$ cat config.mk
export PLATFORM = sky130hd
export DESIGN_NAME = ex_div
export DESIGN_NICKNAME = d
export VERILOG_FILES = /design/src/rtl/ex_div.sv
export SDC_FILE = /design/constraint.sdc
export NUM_CORES = 1
export LEC_CHECK = 0
export CORE_ASPECT_RATIO = 0.6
export CORE_MARGIN = 2
export CORE_UTILIZATION = 55
export CTS_CLUSTER_DIAMETER = 40
export CTS_CLUSTER_SIZE = 40
export DETAILED_ROUTE_END_ITERATION = 12
export PLACE_DENSITY = 0.76
export SLEW_MARGIN = 20
export SYNTH_ARGS = -nofsm -noshare
export SYNTH_HDL_FRONTEND = slang
export SYNTH_SLANG_ARGS = --single-unit
export TNS_END_PERCENT = 1
$ cat constraint.sdc
create_clock -name clk -period 10.4 [get_ports clk]
set_clock_uncertainty 0.05 [all_clocks]
set_input_delay 2.08 -clock clk [delete_from_list [all_inputs] [get_ports clk]]
set_output_delay 2.08 -clock clk [all_outputs]
set_load 0.05 [all_outputs]
$ cat src/rtl/ex_div.sv
// Multi-cycle 32-bit signed/unsigned divider for the EX stage.
// Restoring shift-subtract, one quotient bit per clock; result = {remainder, quotient}.
module ex_div (
  input  logic        clk,
  input  logic        rst,
  input  logic        signed_div_i,
  input  logic [31:0] opdata1_i,
  input  logic [31:0] opdata2_i,
  input  logic        start_i,
  input  logic        annul_i,
  output logic [63:0] result_o,
  output logic        ready_o
);

  typedef enum logic [1:0] {FREE, BYZERO, ON, END} state_t;

  state_t      state_q, state_d;
  logic [5:0]  cnt_q, cnt_d;
  logic [64:0] part_q, part_d;       // {partial remainder[32:0], quotient/dividend[31:0]}
  logic [31:0] divisor_q, divisor_d;
  logic        q_neg_q, q_neg_d;
  logic        r_neg_q, r_neg_d;
  logic [63:0] result_d;
  logic        ready_d;

  logic [31:0] abs_op1, abs_op2;
  logic [64:0] shifted;
  logic [33:0] diff;
  logic [31:0] quo_fix, rem_fix;

  assign abs_op1 = (signed_div_i && opdata1_i[31]) ? -opdata1_i : opdata1_i;
  assign abs_op2 = (signed_div_i && opdata2_i[31]) ? -opdata2_i : opdata2_i;

  // Bit 64 is always zero after a step (remainder < divisor), so the shift drops nothing.
  assign shifted = part_q << 1;
  assign diff    = {1'b0, shifted[64:32]} - {2'b00, divisor_q};
  assign quo_fix = q_neg_q ? -part_q[31:0]  : part_q[31:0];
  assign rem_fix = r_neg_q ? -part_q[63:32] : part_q[63:32];

  always_comb begin
    // NOTE: every signal gets a default before the case so no path leaves it unassigned (no latches).
    state_d   = state_q;
    cnt_d     = cnt_q;
    part_d    = part_q;
    divisor_d = divisor_q;
    q_neg_d   = q_neg_q;
    r_neg_d   = r_neg_q;
    result_d  = result_o;
    ready_d   = ready_o;

    unique case (state_q)
      FREE: begin
        result_d = 64'h0;
        ready_d  = 1'b0;
        if (start_i && !annul_i) begin
          part_d    = {33'h0, abs_op1};
          divisor_d = abs_op2;
          q_neg_d   = signed_div_i && (opdata1_i[31] ^ opdata2_i[31]);
          r_neg_d   = signed_div_i && opdata1_i[31];
          cnt_d     = 6'd0;
          state_d   = (opdata2_i == 32'h0) ? BYZERO : ON;
        end
      end

      BYZERO: begin
        if (annul_i) begin
          state_d  = FREE;
          cnt_d    = 6'd0;
          result_d = 64'h0;
          ready_d  = 1'b0;
        end else begin
          state_d  = END;
          result_d = 64'h0;
          ready_d  = 1'b1;
        end
      end

      ON: begin
        if (annul_i) begin
          state_d  = FREE;
          cnt_d    = 6'd0;
          result_d = 64'h0;
          ready_d  = 1'b0;
        end else if (cnt_q != 6'd32) begin
          // A negative trial difference means the divisor did not fit: keep the shifted value.
          part_d = diff[33] ? shifted : {diff[32:0], shifted[31:1], 1'b1};
          cnt_d  = cnt_q + 6'd1;
        end else begin
          result_d = {rem_fix, quo_fix};
          ready_d  = 1'b1;
          state_d  = END;
        end
      end

      END: begin
        if (!start_i) begin
          state_d  = FREE;
          cnt_d    = 6'd0;
          result_d = 64'h0;
          ready_d  = 1'b0;
        end
      end

      default: state_d = FREE;
    endcase
  end

  // NOTE: sequential state uses non-blocking assignments so all registers update together.
  always_ff @(posedge clk or posedge rst) begin
    if (rst) begin
      state_q   <= FREE;
      cnt_q     <= 6'd0;
      part_q    <= 65'h0;
      divisor_q <= 32'h0;
      q_neg_q   <= 1'b0;
      r_neg_q   <= 1'b0;
      result_o  <= 64'h0;
      ready_o   <= 1'b0;
    end else begin
      state_q   <= state_d;
      cnt_q     <= cnt_d;
      part_q    <= part_d;
      divisor_q <= divisor_d;
      q_neg_q   <= q_neg_d;
      r_neg_q   <= r_neg_d;
      result_o  <= result_d;
      ready_o   <= ready_d;
    end
  end

endmodule

# After elaboration in Yosys (flattened, before gate mapping)
# Index checks and enable logic that the tools add are counted.
dict set report op_classes {
  add_sub_neg 6
  n_eq_ne 11
  muxes 31
  bitwise_logic 1
  reduce_logical 14
}
# operator count
set ops {}
lappend ops {{2-to-1 mux 64 bit} 7}
lappend ops {{one-hot mux 64 bit (3 select lines)} 1}
lappend ops {{2-to-1 mux 32 bit} 4}
lappend ops {{negation 32 bit} 4}
lappend ops {{one-hot mux 64 bit (2 select lines)} 1}
lappend ops {{subtractor 33 x 32 -> 34 bit} 1}
lappend ops {{logical NOT 32 bit} 1}
lappend ops {{2-to-1 mux 6 bit} 5}
lappend ops {{one-hot mux 6 bit (4 select lines)} 1}
lappend ops {{2-to-1 mux 2 bit} 6}
lappend ops {{!= test 2 bit, second input constant} 5}
lappend ops {{one-hot mux 2 bit (4 select lines)} 1}
lappend ops {{AND reduction 4 bit} 2}
lappend ops {{adder 6 x 1 -> 6 bit, second input constant} 1}
lappend ops {{!= test 3 bit, second input constant} 2}
lappend ops {{!= test 6 bit, second input constant} 1}
lappend ops {{== test 2 bit, second input constant} 2}
lappend ops {{logical AND 1 bit} 4}
lappend ops {{2-to-1 mux 1 bit} 4}
lappend ops {{one-hot mux 1 bit (4 select lines)} 1}
lappend ops {{AND reduction 2 bit} 2}
lappend ops {{AND reduction 3 bit} 1}
lappend ops {{== test 2 x 1 -> 1 bit, second input constant} 1}
lappend ops {{logical NOT 2 bit} 1}
lappend ops {{other kinds (4)} 4}
dict set report word_totals {
  register_bits 171
  in_bits 69
  output_inout_bits 65
  elab_cells 71
}

# Depth between registers and ports, before layout
dict set report depth {
  ltp_word 5
  ltp_mapped 13
  ltp_nobuf 12
}

# Worst setup path before layout
# OpenSTA, ideal clock, no wires.
dict set report synth_path {
  path_kind {input -> register}
  startpoint {in opdata1_i[9]}
  endpoint {reg part_q[29]}
  setup_ns 0.136
  t_arrival_ns 4.115
  t_required_ns 10.214
  slack_ns 6.099
  stages 7
  path_buffers 0
  cell_sequence {or4_1 -> nand4b_1 -> or3_1 -> or3_1 -> o31ai_1 -> xor2_1 -> o21ai_0}
}
dict set report synth_via {
  elab_chain_cells 4
}
# item line_no
set synth_rtl {}
lappend synth_rtl {{start, declared} 7} ;# input logic [31:0] opdata1_i,
lappend synth_rtl {{negation 32 bit} 31} ;# assign abs_op1 = (signed_div_i && opdata1_i[31]) ? -opdata1_i : opdata1_i;
lappend synth_rtl {{2-to-1 mux 32 bit} 31}
lappend synth_rtl {{2-to-1 mux 64 bit} 55} ;# if (start_i && !annul_i) begin
lappend synth_rtl {{one-hot mux 64 bit (2 select lines)} 51} ;# unique case (state_q)
lappend synth_rtl {{end signal, assigned} 122} ;# part_q <= part_d;
lappend synth_rtl {{end, declared} 19} ;# logic [64:0] part_q, part_d;
# No other way between the ends. The select of a mux whose other input is x is not followed.
# A chain may end at the register's enable or synchronous reset.

# Final worst setup path
dict set report layout_path {
  startpoint {in annul_i}
  endpoint {reg result_o[52]}
}
dict set report layout_via {
  elab_chain_cells 2
  elab_cells_between_ends 4
  cone_classes {1 x eq/ne; 2 x mux; 1 x reduce/logical}
}
# item line_no
set layout_rtl {}
lappend layout_rtl {{start, declared} 10} ;# input logic annul_i,
lappend layout_rtl {{2-to-1 mux 64 bit or != test 3 bit (tied branches)} n/a}
lappend layout_rtl {{one-hot mux 64 bit (3 select lines) or AND reduction 2 bit (tied branches)} n/a}
lappend layout_rtl {{end signal, assigned} 126} ;# result_o <= result_d;
lappend layout_rtl {{end, declared} 11} ;# output logic [63:0] result_o,
# Several ways; a longest one is shown, not always the timed one.

==> metrics.txt <==
# TYPE chip_impl_metric gauge
chip_impl_info{name="run_status",value="finished clean"} 1
chip_impl_metric{name="area_delta_synth_final",unit="%"} 18.2
chip_impl_info{name="synth_largest_area_cell",value="dfrtp_1"} 1
chip_impl_metric{name="crit_path_max_fanout",unit=""} 97
chip_impl_metric{name="synthDominantCellAreaShare",unit=""} 0.376
chip_impl_metric{name="detailroute.via_count",unit=""} 10700
chip_impl_metric{name="worst_pin_slew",unit="ps"} 1050
chip_impl_metric{name="postCtsResizedCells",unit=""} 0
chip_impl_metric{name="route.detailed.wl_per_inst",unit="um"} 19.0
chip_impl_metric{name="floorplan.rows",unit=""} 40
chip_impl_metric{name="die_height",unit="um"} 115
chip_impl_metric{name="vdd.ir_drop.worst",unit="V"} 0.000162
chip_impl_info{name="rr_endpoint",value="part_q[0]"} 1
chip_impl_metric{name="final-setup-viol-count",unit=""} 0
chip_impl_metric{name="antenna_found_initial",unit=""} 1
chip_impl_metric{name="netlist-cell-type-count",unit=""} 61
chip_impl_metric{name="final_layout_size_suffix_gt1_frac",unit=""} 0.0482
chip_impl_metric{name="synth-compound-area-share",unit=""} 0.220
chip_impl_info{name="cp-end-kind",value="register"} 1
chip_impl_info{name="yosys_most_used_dff",value="dfrtp_1"} 1
chip_impl_metric{name="number_of_fill_cells_in_the_layout",unit=""} 1687
chip_impl_metric{name="drtPass1Iterations",unit=""} 5
chip_impl_metric{name="placement.cell_area",unit="um^2"} 12900
chip_impl_metric{name="synth_simple_gate_area_share",unit=""} 0.191
chip_impl_metric{name="ys_ff_latch",unit=""} 171
chip_impl_info{name="worstSetupStartpoint",value="annul_i"} 1
chip_impl_metric{name="grt_use_total",unit=""} 0.314
chip_impl_info{name="tritoncts",value="built"} 1
chip_impl_info{name="netlist_top_cells_area",value="dfrtp_1 38%, nand2_1 7.4%, xor2_1 7.4%, o21ai_0 7.2%, ha_1 4.7%"} 1
chip_impl_metric{name="synth.avg_cell_area",unit="um^2"} 8.26
chip_impl_info{name="cts_root_buffer",value="clkbuf_16"} 1
chip_impl_metric{name="syn-instance-count",unit=""} 1377
chip_impl_metric{name="hold_slack",unit="ps"} 427
chip_impl_metric{name="starting_utilization_of_the_core_area",unit=""} 0.565
chip_impl_metric{name="final_min_period_over_clock_period",unit=""} 0.459
chip_impl_metric{name="synth_area",unit="um^2"} 11400
chip_impl_metric{name="maxCapViolations",unit=""} 0
chip_impl_metric{name="clock_path_buffers",unit=""} 2
chip_impl_metric{name="overflow",unit=""} 0
chip_impl_metric{name="clk-insertion-delay-late",unit="ps"} 440
chip_impl_metric{name="residual_drc_count",unit=""} 0
chip_impl_metric{name="die_width",unit="um"} 190
chip_impl_metric{name="reg2reg_slack",unit="ps"} 6680
chip_impl_metric{name="clkTransAtPathRegs",unit="ps"} 70
chip_impl_metric{name="max_freq",unit="MHz"} 210
chip_impl_metric{name="floorplan.io_pins",unit=""} 134
chip_impl_metric{name="portBuffers",unit=""} 133
chip_impl_info{name="critical_path.endpoint",value="result_o[52]"} 1
chip_impl_metric{name="worst_slew_margin_rel",unit=""} 0.300
chip_impl_metric{name="fin_setup_tns",unit="ps"} 0
chip_impl_metric{name="pwr_density_cell",unit="nW/um^2"} 306
chip_impl_metric{name="cts_inserted_buffers",unit=""} 17
chip_impl_metric{name="syn_nets",unit=""} 1490
chip_impl_metric{name="cts_setup_buffers",unit=""} 0
chip_impl_info{name="rsz_0062_raised_after_global_routing",value="false"} 1
chip_impl_metric{name="cts_hold_buffers",unit=""} 0
chip_impl_metric{name="first_global_vias",unit=""} 9567
chip_impl_metric{name="post_drt_via_cell_ratio",unit=""} 6.09
chip_impl_metric{name="layout.cell_area.non_filler",unit="um^2"} 13400
chip_impl_info{name="crit-reg2reg-launch",value="part_q[44]"} 1
chip_impl_info{name="combinational_family_with_the_most_area_after_synthesis",value="compound AO/OA/AOI/OAI gates"} 1
chip_impl_metric{name="p_total",unit="W"} 0.00411
chip_impl_metric{name="final_antenna_net_count",unit=""} 0
chip_impl_metric{name="reg2reg_depth",unit=""} 10
chip_impl_metric{name="cts_max_level",unit=""} 4
chip_impl_info{name="setup.worst_path.class",value="in -> reg"} 1
chip_impl_metric{name="drt-total-wl",unit="um"} 33200
chip_impl_metric{name="timing.critical_path.required",unit="ps"} 10640
chip_impl_metric{name="nNetsFinal",unit=""} 1574
chip_impl_metric{name="ys_warn_count",unit=""} 0
chip_impl_metric{name="maximum_number_of_pins_on_one_net_before_global_route_repair",unit=""} 98
chip_impl_metric{name="synth_enable_flop_cells",unit=""} 0
chip_impl_info{name="path_class_of_the_lowest_slack_min_delay_path",value="reg -> reg"} 1
chip_impl_metric{name="p_leak",unit="nW"} 5.64
chip_impl_metric{name="yosys-mux-area-fraction",unit=""} 0.00451
chip_impl_metric{name="dieArea",unit="um^2"} 21900
chip_impl_metric{name="cts_sinks",unit=""} 171
chip_impl_metric{name="ys_async_rst_share",unit=""} 1.00
chip_impl_metric{name="synth_adder_area_share",unit=""} 0.0491
chip_impl_metric{name="drv_slew",unit=""} 0
chip_impl_metric{name="seq_area_frac_synth",unit=""} 0.376
chip_impl_metric{name="crit_arrival",unit="ps"} 5010
chip_impl_metric{name="gpl.final_weighted_congestion",unit=""} 0.960
chip_impl_metric{name="period_needed",unit="ps"} 4770
chip_impl_info{name="timing.hold.worst.start",value="result_o[49]"} 1
chip_impl_metric{name="finalHoldViolations",unit=""} 0
chip_impl_metric{name="detailed_router_s_first_iteration_violation_count",unit=""} 1136
chip_impl_info{name="timing.critical_path.from_type",value="input port"} 1
chip_impl_metric{name="grt_first_pass_wirelength",unit="um"} 53200
chip_impl_metric{name="place.detailed.hpwl",unit="um"} 25100
chip_impl_metric{name="fp.coreArea",unit="um^2"} 20100
chip_impl_metric{name="xor_xnor_cell_area_share_of_the_yosys_netlist",unit=""} 0.113
==> cell type report <==
cell class | count | area [um^2] | share of cell area
diodes | 1 | 2.50 | 0.000186
clock buffers | 17 | 425 | 0.0317
clock inverters | 15 | 151 | 0.0113
inverters | 60 | 230 | 0.0171
multi-input cells | 1068 | 6600 | 0.491
flip-flops and latches | 171 | 4280 | 0.318
well taps | 273 | 342 | 0.0254
repair buffers | 143 | 1410 | 0.105
==> metrics by stage <==
step | util | worst slack [ps] | std cells
floorplan | - | 3640 | 1377
global placement | 0.639 | 5360 | 1715
detailed placement | 0.639 | 5240 | 1715
CTS | 0.668 | 5670 | 1747
global route | 0.668 | 5350 | 1747
finish | 0.668 | 5630 | 1748
==> worst min path at each step <==
stage	to	slack (ps)	cells past startpoint
global route	result_o[36]	450	2
floorplan	divisor_q[10]	400	2
finish	result_o[49]	430	2
global placement	divisor_q[6]	410	2
detailed placement	result_o[36]	420	2
CTS	result_o[36]	430	2
==> cell usage after synthesis, types with 7 or more instances <==
library cell and number:
xnor2_1 51, and3_1 8, nor2_1 62, nand4_1 41, clkbuf_1 71, or4_1 12
o21ai_0 164, or2_2 9, or3_1 16, o31ai_1 56, xor2_1 96, nand2b_1 7
nand3_1 27, nor4_1 11, o41ai_1 13, a31oi_1 8, a21o_1 12, nor3_1 17
o211ai_1 23, dfrtp_1 171, ha_1 43, inv_1 60, buf_1 7, a21oi_1 84
o311ai_0 8, nand2_1 225
==> registers in the layout (all words and copies together), names as in the netlist <==
signal and cells:
divisor_q 32, cnt_q 6, ready_o 1, r_neg_q 1, result_o 64, state_q 2, part_q 64, q_neg_q 1
==> cell usage in the layout, fill, tap and decap left out, drive strengths merged, types with 7 or more instances in the layout <==
master	n
nor3	17
nand3	27
o31ai	56
inv	66
o41ai	14
or2	10
nand2	225
nand4	41
xnor2	51
xor2	96
and3	8
a21oi	84
nor2	62
dfrtp	171
or4	15
buf	10
clkbuf	17
o311ai	8
nand2b	7
or3	18
a31oi	8
clkdlybuf4s50	133
nor4	11
o211ai	23
a21o	12
clkinv	7
ha	43
o21ai	167
==> metal layers <==
layer / up-vias / wire length [um] / track usage
met5: - / 0 / 0
met4: 0 / 269 / 0.0532
met3: 26 / 4620 / 0.113
met2: 563 / 11400 / 0.368
met1: 4978 / 16900 / 0.528
li1: 5084 / - / -
==> critical path, stage by stage <==
cell and delay [ps]:
clkdlybuf4s50_1 470, inv_1 200, nand2_1 80, buf_4 260, nor2_1 250, a21o_2 130
buf_4 700, or2_2 620, o21ai_0 200
==> cells by family (layout without fill, tap and decap cells) <==
kind of cell	after synthesis	after routing
and+or+nand+nor	462	462
AOI/OAI and AO/OA	410	410
DFF	171	171
xor gates and xnor gates	147	147
buffers and inverters	138	235
adders and majority gates	44	44
muxes	5	5
other	0	1
==> report_power, final <==
group / total, W / leakage [nW] / internal [W] / switching (W)
combinational: 0.00229 / 3.10 / 0.000810 / 0.00148
clock: 0.000624 / 0.276 / 0.000318 / 0.000305
sequential: 0.00119 / 2.26 / 0.000879 / 0.000315
Power figures use the tool's default switching activity.
